**src/rtl/cpu_types_pkg.sv**
```systemverilog
`default_nettype none
// +--------------------------------------------------------------------------+
// | cpu_types_pkg : shared RAM status / word types and memory_control states |
// | Revision 1.0                                                             |
// +--------------------------------------------------------------------------+
package cpu_types_pkg;

  localparam int WORD_BITS = 32;

  typedef logic [WORD_BITS-1:0] word_t;

  typedef enum logic [1:0] {
    FREE   = 2'd0,
    BUSY   = 2'd1,
    ACCESS = 2'd2,
    ERROR  = 2'd3
  } ramstate_t;

  // Prefixed so the names do not collide with the ramstate_t literals
  typedef enum logic [0:0] {
    MC_IDLE   = 1'b0,
    MC_ACCESS = 1'b1
  } mc_state_t;

endpackage
`default_nettype wire

```
**src/rtl/mem_arbiter.sv**
```systemverilog
`default_nettype none
// +--------------------------------------------------------------------------+
// | mem_arbiter : combinational round-robin pick of the next RAM requester   |
// | Revision 1.0                                                             |
// +--------------------------------------------------------------------------+
module mem_arbiter #(
  parameter int CPUS = 2,
  parameter int IDW  = 1
) (
  input  logic [CPUS-1:0] iREN,
  input  logic [CPUS-1:0] dREN,
  input  logic [CPUS-1:0] dWEN,
  input  logic [IDW-1:0]  last,
  output logic            gnt_valid,
  output logic [IDW-1:0]  gnt_id,
  output logic            gnt_data,
  output logic            gnt_write
);

  logic [IDW-1:0] w_idx;

  // Scan starts one past the previous owner and wraps back around to it
  always_comb begin
    gnt_valid = 1'b0;
    gnt_id    = '0;
    gnt_data  = 1'b0;
    gnt_write = 1'b0;
    w_idx     = '0;
    for (int k = 1; k <= CPUS; k++) begin
      w_idx = IDW'((int'(last) + k) % CPUS);
      if (!gnt_valid && (iREN[w_idx] || dREN[w_idx] || dWEN[w_idx])) begin
        gnt_valid = 1'b1;
        gnt_id    = w_idx;
        gnt_data  = dREN[w_idx] || dWEN[w_idx];
        gnt_write = dWEN[w_idx];
      end
    end
  end

endmodule
`default_nettype wire

```
**src/rtl/memory_control.sv**
```systemverilog
`default_nettype none
// +--------------------------------------------------------------------------+
// | memory_control : arbitrates core I/D requests onto the single RAM port   |
// | Revision 1.0                                                             |
// +--------------------------------------------------------------------------+
module memory_control
  import cpu_types_pkg::*;
#(
  parameter int CPUS   = 2,
  parameter int WORD_W = 32
) (
  input  logic                        CLK,
  input  logic                        nRST,
  input  logic [CPUS-1:0]             iREN,
  input  logic [CPUS-1:0]             dREN,
  input  logic [CPUS-1:0]             dWEN,
  input  logic [CPUS-1:0][WORD_W-1:0] iaddr,
  input  logic [CPUS-1:0][WORD_W-1:0] daddr,
  input  logic [CPUS-1:0][WORD_W-1:0] dstore,
  output logic [CPUS-1:0]             iwait,
  output logic [CPUS-1:0]             dwait,
  output logic [CPUS-1:0][WORD_W-1:0] iload,
  output logic [CPUS-1:0][WORD_W-1:0] dload,
  output logic                        ramREN,
  output logic                        ramWEN,
  output logic [WORD_W-1:0]           ramaddr,
  output logic [WORD_W-1:0]           ramstore,
  input  logic [WORD_W-1:0]           ramload,
  input  logic [1:0]                  ramstate
);

  localparam int IDW = (CPUS > 1) ? $clog2(CPUS) : 1;

  mc_state_t         r_state, w_state_nxt;
  logic [IDW-1:0]    r_last, w_last_nxt;
  logic [IDW-1:0]    r_owner;
  logic              r_is_d, r_write;
  logic [WORD_W-1:0] r_addr, r_store;

  logic              w_gnt_valid, w_gnt_data, w_gnt_write, w_grant, w_held;
  logic [IDW-1:0]    w_gnt_id;
  ramstate_t         w_rs;

  assign w_rs = ramstate_t'(ramstate);

  mem_arbiter #(
    .CPUS (CPUS),
    .IDW  (IDW)
  ) u_arb (
    .iREN      (iREN),
    .dREN      (dREN),
    .dWEN      (dWEN),
    .last      (r_last),
    .gnt_valid (w_gnt_valid),
    .gnt_id    (w_gnt_id),
    .gnt_data  (w_gnt_data),
    .gnt_write (w_gnt_write)
  );

  always_ff @(posedge CLK or negedge nRST) begin
    if (!nRST) begin
      r_state <= MC_IDLE;
      r_last  <= IDW'(CPUS - 1);
    end else begin
      r_state <= w_state_nxt;
      r_last  <= w_last_nxt;
    end
  end

  // Address and store data are captured only at grant time
  always_ff @(posedge CLK or negedge nRST) begin
    if (!nRST) begin
      r_owner <= '0;
      r_is_d  <= 1'b0;
      r_write <= 1'b0;
      r_addr  <= '0;
      r_store <= '0;
    end else if (w_grant) begin
      r_owner <= w_gnt_id;
      r_is_d  <= w_gnt_data;
      r_write <= w_gnt_write;
      r_addr  <= w_gnt_data ? daddr[w_gnt_id] : iaddr[w_gnt_id];
      r_store <= dstore[w_gnt_id];
    end
  end

  always_comb begin
    w_state_nxt = r_state;
    w_last_nxt  = r_last;
    w_grant     = 1'b0;
    w_held      = r_is_d ? (r_write ? dWEN[r_owner] : dREN[r_owner]) : iREN[r_owner];
    iwait       = '1;
    dwait       = '1;
    ramREN      = 1'b0;
    ramWEN      = 1'b0;
    case (r_state)
      MC_IDLE: begin
        if (w_gnt_valid) begin
          w_grant     = 1'b1;
          w_state_nxt = MC_ACCESS;
        end
      end
      MC_ACCESS: begin
        ramREN = !r_write;
        ramWEN = r_write;
        // A withdrawn request aborts silently, even if RAM completes now
        if (!w_held) begin
          w_state_nxt = MC_IDLE;
        end else if (w_rs == ACCESS) begin
          w_state_nxt = MC_IDLE;
          w_last_nxt  = r_owner;
          if (r_is_d) dwait[r_owner] = 1'b0;
          else        iwait[r_owner] = 1'b0;
        end else if (w_rs == ERROR) begin
          w_state_nxt = MC_IDLE;
        end
      end
      default: w_state_nxt = MC_IDLE;
    endcase
  end

  assign ramaddr  = r_addr;
  assign ramstore = r_store;
  assign iload    = {CPUS{ramload}};
  assign dload    = {CPUS{ramload}};

endmodule
`default_nettype wire
```
**config.mk**
```make
export PLATFORM = sky130hd
export DESIGN_NAME = memory_control
export DESIGN_NICKNAME = d
export VERILOG_FILES = /design/src/rtl/cpu_types_pkg.sv /design/src/rtl/mem_arbiter.sv /design/src/rtl/memory_control.sv
export SDC_FILE = /design/constraint.sdc
export NUM_CORES = 1
export LEC_CHECK = 0
export CORE_AREA = 2 2 168 170
export DETAILED_ROUTE_END_ITERATION = 10
export DIE_AREA = 0 0 170 172
export PLACE_DENSITY = 0.55
export SYNTH_ARGS = -nofsm -noshare
export SYNTH_HDL_FRONTEND = slang
export SYNTH_SLANG_ARGS = --single-unit
export TNS_END_PERCENT = 5
```
**constraint.sdc**
```tcl
create_clock -name CLK -period 1.7 [get_ports CLK]
set_clock_uncertainty 0.05 [all_clocks]
set_input_delay 0.17 -clock CLK [delete_from_list [all_inputs] [get_ports CLK]]
set_output_delay 0.17 -clock CLK [all_outputs]
set_load 0.01 [all_outputs]
```
==> results of run 1 <==
==> power by group through the flow <==
stage	sequential [mW]	clock [mW]	combinational [mW]
finish	2.95	2.08	6.98
global route	3.06	2.27	7.55
CTS	2.97	2.20	6.81
detailed placement	2.97	0	6.51
global placement	2.95	0	6.50
floorplan	3.29	0	3.16
==> cell families after synthesis <==
group | after synthesis | synth area share, %
AOI/OAI and AO/OA | 79 | 11.5
buffers and inverters | 159 | 24.4
DFF | 69 | 35.4
muxes | 99 | 20.7
and+or+nand+nor | 87 | 8.05
==> sequential cells by signal (all words and copies together), names as in the netlist <==
| signal | flops |
|---|---|
| ramstore | 32 |
| r_state | 1 |
| r_last | 1 |
| r_owner | 1 |
| r_write | 1 |
| r_is_d | 1 |
| ramaddr | 32 |
==> worst paths after layout <==
kind	from	end	slack [ns]	cells past startpoint
max in group asynchronous	nRST	ramaddr[24]	0.83	3
worst min register to register	ramstore[8]	ramstore[8]	0.43	2
worst max-delay path	r_owner	iwait[0]	-0.40	6
worst min-delay path	nRST	ramstore[20]	0.22	2
worst max register to register	r_owner	r_last	-0.15	6
min in group CLK	ramload[31]	dload[63]	0.29	0
==> metrics by stage <==
step / util [%] / total power [mW]
2_1_floorplan: - / 6.45
3_3_place_gp: 26.7 / 9.45
3_5_place_dp: 26.7 / 9.48
4_1_cts: 28.4 / 12.0
5_1_grt: 29.0 / 12.9
6_report: 29.0 / 12.0
==> layout make-up <==
| class | instances | area [µm²] |
|---|---|---|
| clock inverters | 7 | 98.8 |
| inverters | 2 | 7.51 |
| repair buffers | 322 | 3220 |
| multi-input cells | 265 | 2250 |
| fillers | 2909 | 19500 |
| clock buffers | 9 | 225 |
| flip-flops and latches | 69 | 1730 |
| well taps | 346 | 433 |
==> worst max-delay path: stages (launching register included) <==
cell and delay [ns]:
dfrtp_1 0.41, buf_4 0.15, mux2_4 0.20, a22oi_4 0.08
nor3b_4 0.21, or3b_1 0.35, buf_2 0.14
==> cells in the final DEF, fill, tap and decap left out, types with 7 or more instances in the layout <==
| cell type | n |
|---|---|
| mux2i_2 | 15 |
| mux2i_1 | 81 |
| o221ai_2 | 8 |
| buf_4 | 34 |
| nor2_1 | 22 |
| dfrtp_1 | 68 |
| nand2_1 | 47 |
| buf_12 | 9 |
| clkbuf_16 | 9 |
| buf_6 | 7 |
| clkdlybuf4s50_1 | 263 |
| a221oi_2 | 21 |
| o21ai_1 | 33 |
==> metal layers <==
| metal | vias up | routed length [µm] |
|---|---|---|
| met5 | - | 0 |
| met4 | 0 | 550 |
| met3 | 44 | 1750 |
| met2 | 242 | 7460 |
| met1 | 1902 | 6670 |
| li1 | 1955 | - |
==> repair_timing <==
action / 4_1_cts / 5_1_grt
setup buffers: 3 / 0
endpoints found under the setup margin: 43 / 66
hold buffers: 1 / 0
pin swaps: 4 / 5
endpoints found under the hold margin: 24 / 0
gates resized for setup: 44 / 33
==> results.toml, run 1 <==
[route]
detail_route.wl_per_cell_um = 16.1
postRouteAntennaNets = 0
drc = 0
vias = 4143
drt-total-wl_um = 16400
firstDrtPassIters = 4
dr.first_iter.drc_count = 101
drt-vias-per-instance = 4.06

[power_and_ir_drop]
p_leak_nw = 3.21
p_sw_share_pct = 36.3
vdd_drop_max_v = 0.000515
p_seq_share_pct = 24.6
netSwitchingPower_mw = 4.36
pwr-share-comb_pct = 58.1
internal_power_mw = 7.66
p_per_area_mw_per_mm2 = 1510
clock_power_share_pct = 17.3

[timing]
layout_setup_ws_ns = -0.403
max-slew-margin-rel_pct = 75.1
tns_ns = -2.29
rsz0062_at_grt = "true"
setup_viol = 26
hold_ws_ns = 0.225
max_freq_mhz = 475
finalCritPeriodShare_pct = 124
finalHoldViolCount = 0
period_needed_ns = 2.10
slew_viol_final = 0
tightest_slew_ns = 0.374

[cells_and_area]
layout-drive-gt1-share_pct = 19.4
fin_nets = 903
fin_area_mm2 = 0.00796
synthToLayoutAreaGrowth_pct = 63.1
n_antenna_cell = 0
stdcell_count = 1020

[grt]
top_usage_layer = "met2"
antenna_found_initial = 0
grtUsageMet2_pct = 17.7
met3_usage_pct = 4.58
grt_usage_pct = 10.9
grt_first_pass_wirelength_um = 24000
use_met1_pct = 12.3
grt_max_degree = 53
grt_pass1_vias = 4253
grt_remaining_overflow = 0

[yosys]
async_flop_share_pct = 100
ys_warn_count = 0
yosys-top-cells-count = "buf_4, mux2i_1, dfrtp_1"
syn_inst = 493
synth_area_leaders = "dfrtp_1, buf_4, mux2i_1, nand2_1, a221oi_1"
synthDistinctLibCells = 39
synth_fp_nets = 727
synth-seq-area-share_pct = 35.4
ys.flop_type = "dfrtp_1"
yosys.area.top_type = "dfrtp_1"
syn-cell-area_mm2 = 0.00488
ys_ff_latch = 69
postSynthAreaPerCell_um2 = 9.90
synth_top_area_share_pct = 34.9
yosysMostFrequentCell = "buf_4"
synth_edf_count = 0

[cts]
clock_path_buffers = 2
cts.htree.levels = 3
clk_pin_slew_ns = 0.06
cts_root_buf = "clkbuf_16"
cts_made_buffers = 9
clock_latency_ns = 0.34
cts_tree = "built"
clock_sinks = 69

[place]
pre_cts_ws_ns = -0.619
io_buffers = 271
gp_congestion = 0.718
hpwl_um = 12600
place_area_mm2 = 0.00733
dpl.cell_count = 1000

[flow_run]
cap_violations = 0

[setup_path]
cp.arrival_ns = 1.88
crit_required_ns = 1.48
critPathMaxFanout = 3
cp-start-kind = "flop"
worstSetupPathType = "reg2out"
crit_path_end_kind = "output pin"

[floorplan]
core_mm2 = 0.0275
die_area_mm2 = 0.0292
row_count = 61
io_pins = 432
die_w_um = 170
dieHeight_um = 172
start_util_pct = 17.8

[outcome]
violations = "setup timing"
status = "finished with violations"

[hold_path]
hold_path.class = "in2async"
Note: power is estimated with default switching activity, not from simulation.
==> run 2, diff against run 1 <==
--- a/config.mk
+++ b/config.mk
@@ -5,10 +5,12 @@
 export SDC_FILE = /design/constraint.sdc
 export NUM_CORES = 1
 export LEC_CHECK = 0
-export CORE_AREA = 2 2 168 170
+export CELL_PAD_IN_SITES_DETAIL_PLACEMENT = 1
+export CELL_PAD_IN_SITES_GLOBAL_PLACEMENT = 2
+export CORE_UTILIZATION = 15
 export DETAILED_ROUTE_END_ITERATION = 10
-export DIE_AREA = 0 0 170 172
-export PLACE_DENSITY = 0.55
+export HOLD_SLACK_MARGIN = 0.05
+export PLACE_DENSITY = 0.81
 export SYNTH_ARGS = -nofsm -noshare
 export SYNTH_HDL_FRONTEND = slang
 export SYNTH_SLANG_ARGS = --single-unit
==> run 2 against run 1 <==
Compared with the run above: the run still ends with setup timing left; wire length increased by 3.0%; sequential share of layout area increased by 0.37 points; register-to-register slack about the same; sequential power about the same; die area increased by 14%; clock-buffer cell count increased by 4; cell count increased by 8.2%; critical path type unchanged; largest power group unchanged.
==> results.toml, run 2 (synthesized netlist as in run 1, its figures left out) <==
[route]
dr.first_iter.drc_count = 78
drc = 0
vias = 4134
firstDrtPassIters = 4
drt-vias-per-instance = 3.74
detail_route.wl_per_cell_um = 15.3
drt-total-wl_um = 16900
postRouteAntennaNets = 0

[setup_path]
cp-start-kind = "flop"
rr_worst_depth = 6
worstSetupPathType = "reg2out"
crit_path_end_kind = "output pin"
r2r_start = "r_last"
path_cells = "buf_4, mux2_4, a22oi_4, nor3b_4, or3b_1, buf_2"
cpMaxStageDelayCell = "dfrtp_1"
cp.arrival_ns = 1.84
critPathMaxFanout = 2
reg2reg_to = "ramaddr[16]"
reg2reg_slack_ns = -0.14
slowest_delay_ns = 0.39
crit_required_ns = 1.48

[timing]
tightest_slew_ns = 0.621
slew_viol_final = 0
setup_viol = 32
finalHoldViolCount = 0
max_freq_mhz = 486
finalCritPeriodShare_pct = 121
max-slew-margin-rel_pct = 58.5
period_needed_ns = 2.06
layout_setup_ws_ns = -0.357
rsz0062_at_grt = "true"

[grt]
grt_max_degree = 62
grt_pass1_vias = 4637
grt_first_pass_wirelength_um = 25500
grt_usage_pct = 10.0
antenna_found_initial = 0
grt_remaining_overflow = 0

[power_and_ir_drop]
vdd_drop_max_v = 0.000418
p_per_area_mw_per_mm2 = 1450
p_leak_nw = 3.13

[cts]
clock_sinks = 69
clk_pin_slew_ns = 0.06
cts.htree.levels = 3
cts_tree = "built"
cts_made_buffers = 9
clock_latency_ns = 0.33
clock_path_buffers = 2
cts_root_buf = "clkbuf_16"

[cells_and_area]
fin_nets = 899
post-route-util_pct = 24.6
final_common_cell = "clkdlybuf4s50_1"
multi_input_area_mm2 = 0.00208
layout-drive-gt1-share_pct = 13.3
final_cell_mix = "clkdlybuf4s50_1, mux2i_1, dfrtp_1"
fillers = 3627
synthToLayoutAreaGrowth_pct = 60.3
n_antenna_cell = 0
seq_area_mm2 = 0.00173

[place]
hpwl_um = 13500
pre_cts_ws_ns = -0.754
gp_congestion = 0.747
io_buffers = 271

[flow_run]
cap_violations = 0

[outcome]
status = "finished with violations"
violations = "setup timing"

[floorplan]
die_w_um = 182
row_count = 65
die_area_mm2 = 0.0333
start_util_pct = 15.3
core_mm2 = 0.0318
dieHeight_um = 182
io_pins = 432

[hold_path]
hold_path.class = "in2async"
-- run 2: worst max-delay path by stage --
stage | to | from | slack [ns] | cells past startpoint
floorplan | iwait[0] | r_owner | -0.07 | 5
global placement | ramaddr[13] | dWEN[0] | -0.66 | 6
detailed placement | ramaddr[16] | dWEN[0] | -0.75 | 6
CTS | iwait[0] | r_owner | -0.43 | 5
global route | iwait[0] | r_owner | -0.45 | 5
finish | iwait[0] | r_owner | -0.36 | 6
-- run 2: through the flow --
stage	instances	power (mW)	setup TNS (ns)	hold slack (ns)	area [µm²]
after floorplan	493	6.45	-0.0701	-0.176	4880
after global placement	1086	9.36	-30.93	0.0652	7420
after detailed placement	1086	9.52	-34.38	0.0662	7420
after CTS	1104	11.5	-3.77	0.258	7750
after global routing	1104	12.2	-6.08	0.283	7830
final	1104	11.4	-2.67	0.261	7830
-- run 2: cell type report --
class	count	area share, %
tap	435	6.96
multi-input combinational	265	26.6
sequential	69	22.1
clock buffer	13	3.20
inverter	2	0.0959
timing repair buffer	318	40.9
clock inverter	2	0.128
-- run 2: routing by layer --
layer / vias to the layer above / GRT usage [%] / part of all wire, %
li1: 1940 / - / -
met1: 1947 / 10.9 / 39
met2: 209 / 17.7 / 50
met3: 38 / 3.33 / 8.4
met4: 0 / 4.37 / 2.7
met5: - / 0 / 0
-- run 2: power by group --
group,internal [mW],total [mW],switching (mW),leakage (nW)
Sequential,2.48,2.94,0.462,0.813
Combinational,3.69,6.65,2.96,2.19
Clock,1.02,1.77,0.752,0.129
Total,7.19,11.4,4.17,3.13
-- run 2: worst max-delay path: cells and delay by family, from the launching register on --
| kind | cells | cell delay (ns) |
|---|---|---|
| multiplexers | 1 | 0.20 |
| AO/OA/AOI/OAI | 1 | 0.08 |
| buffers and inverters | 2 | 0.29 |
| flip-flops | 1 | 0.39 |
| AND/OR/NAND/NOR | 2 | 0.53 |
-- run 2: repair_timing --
item	CTS	global route
endpoints found under the hold margin	22	0
setup buffers	2	0
gates cloned	0	0
pin swaps	6	2
endpoints found under the setup margin	60	58
hold buffers	1	0
gates resized for setup	33	16
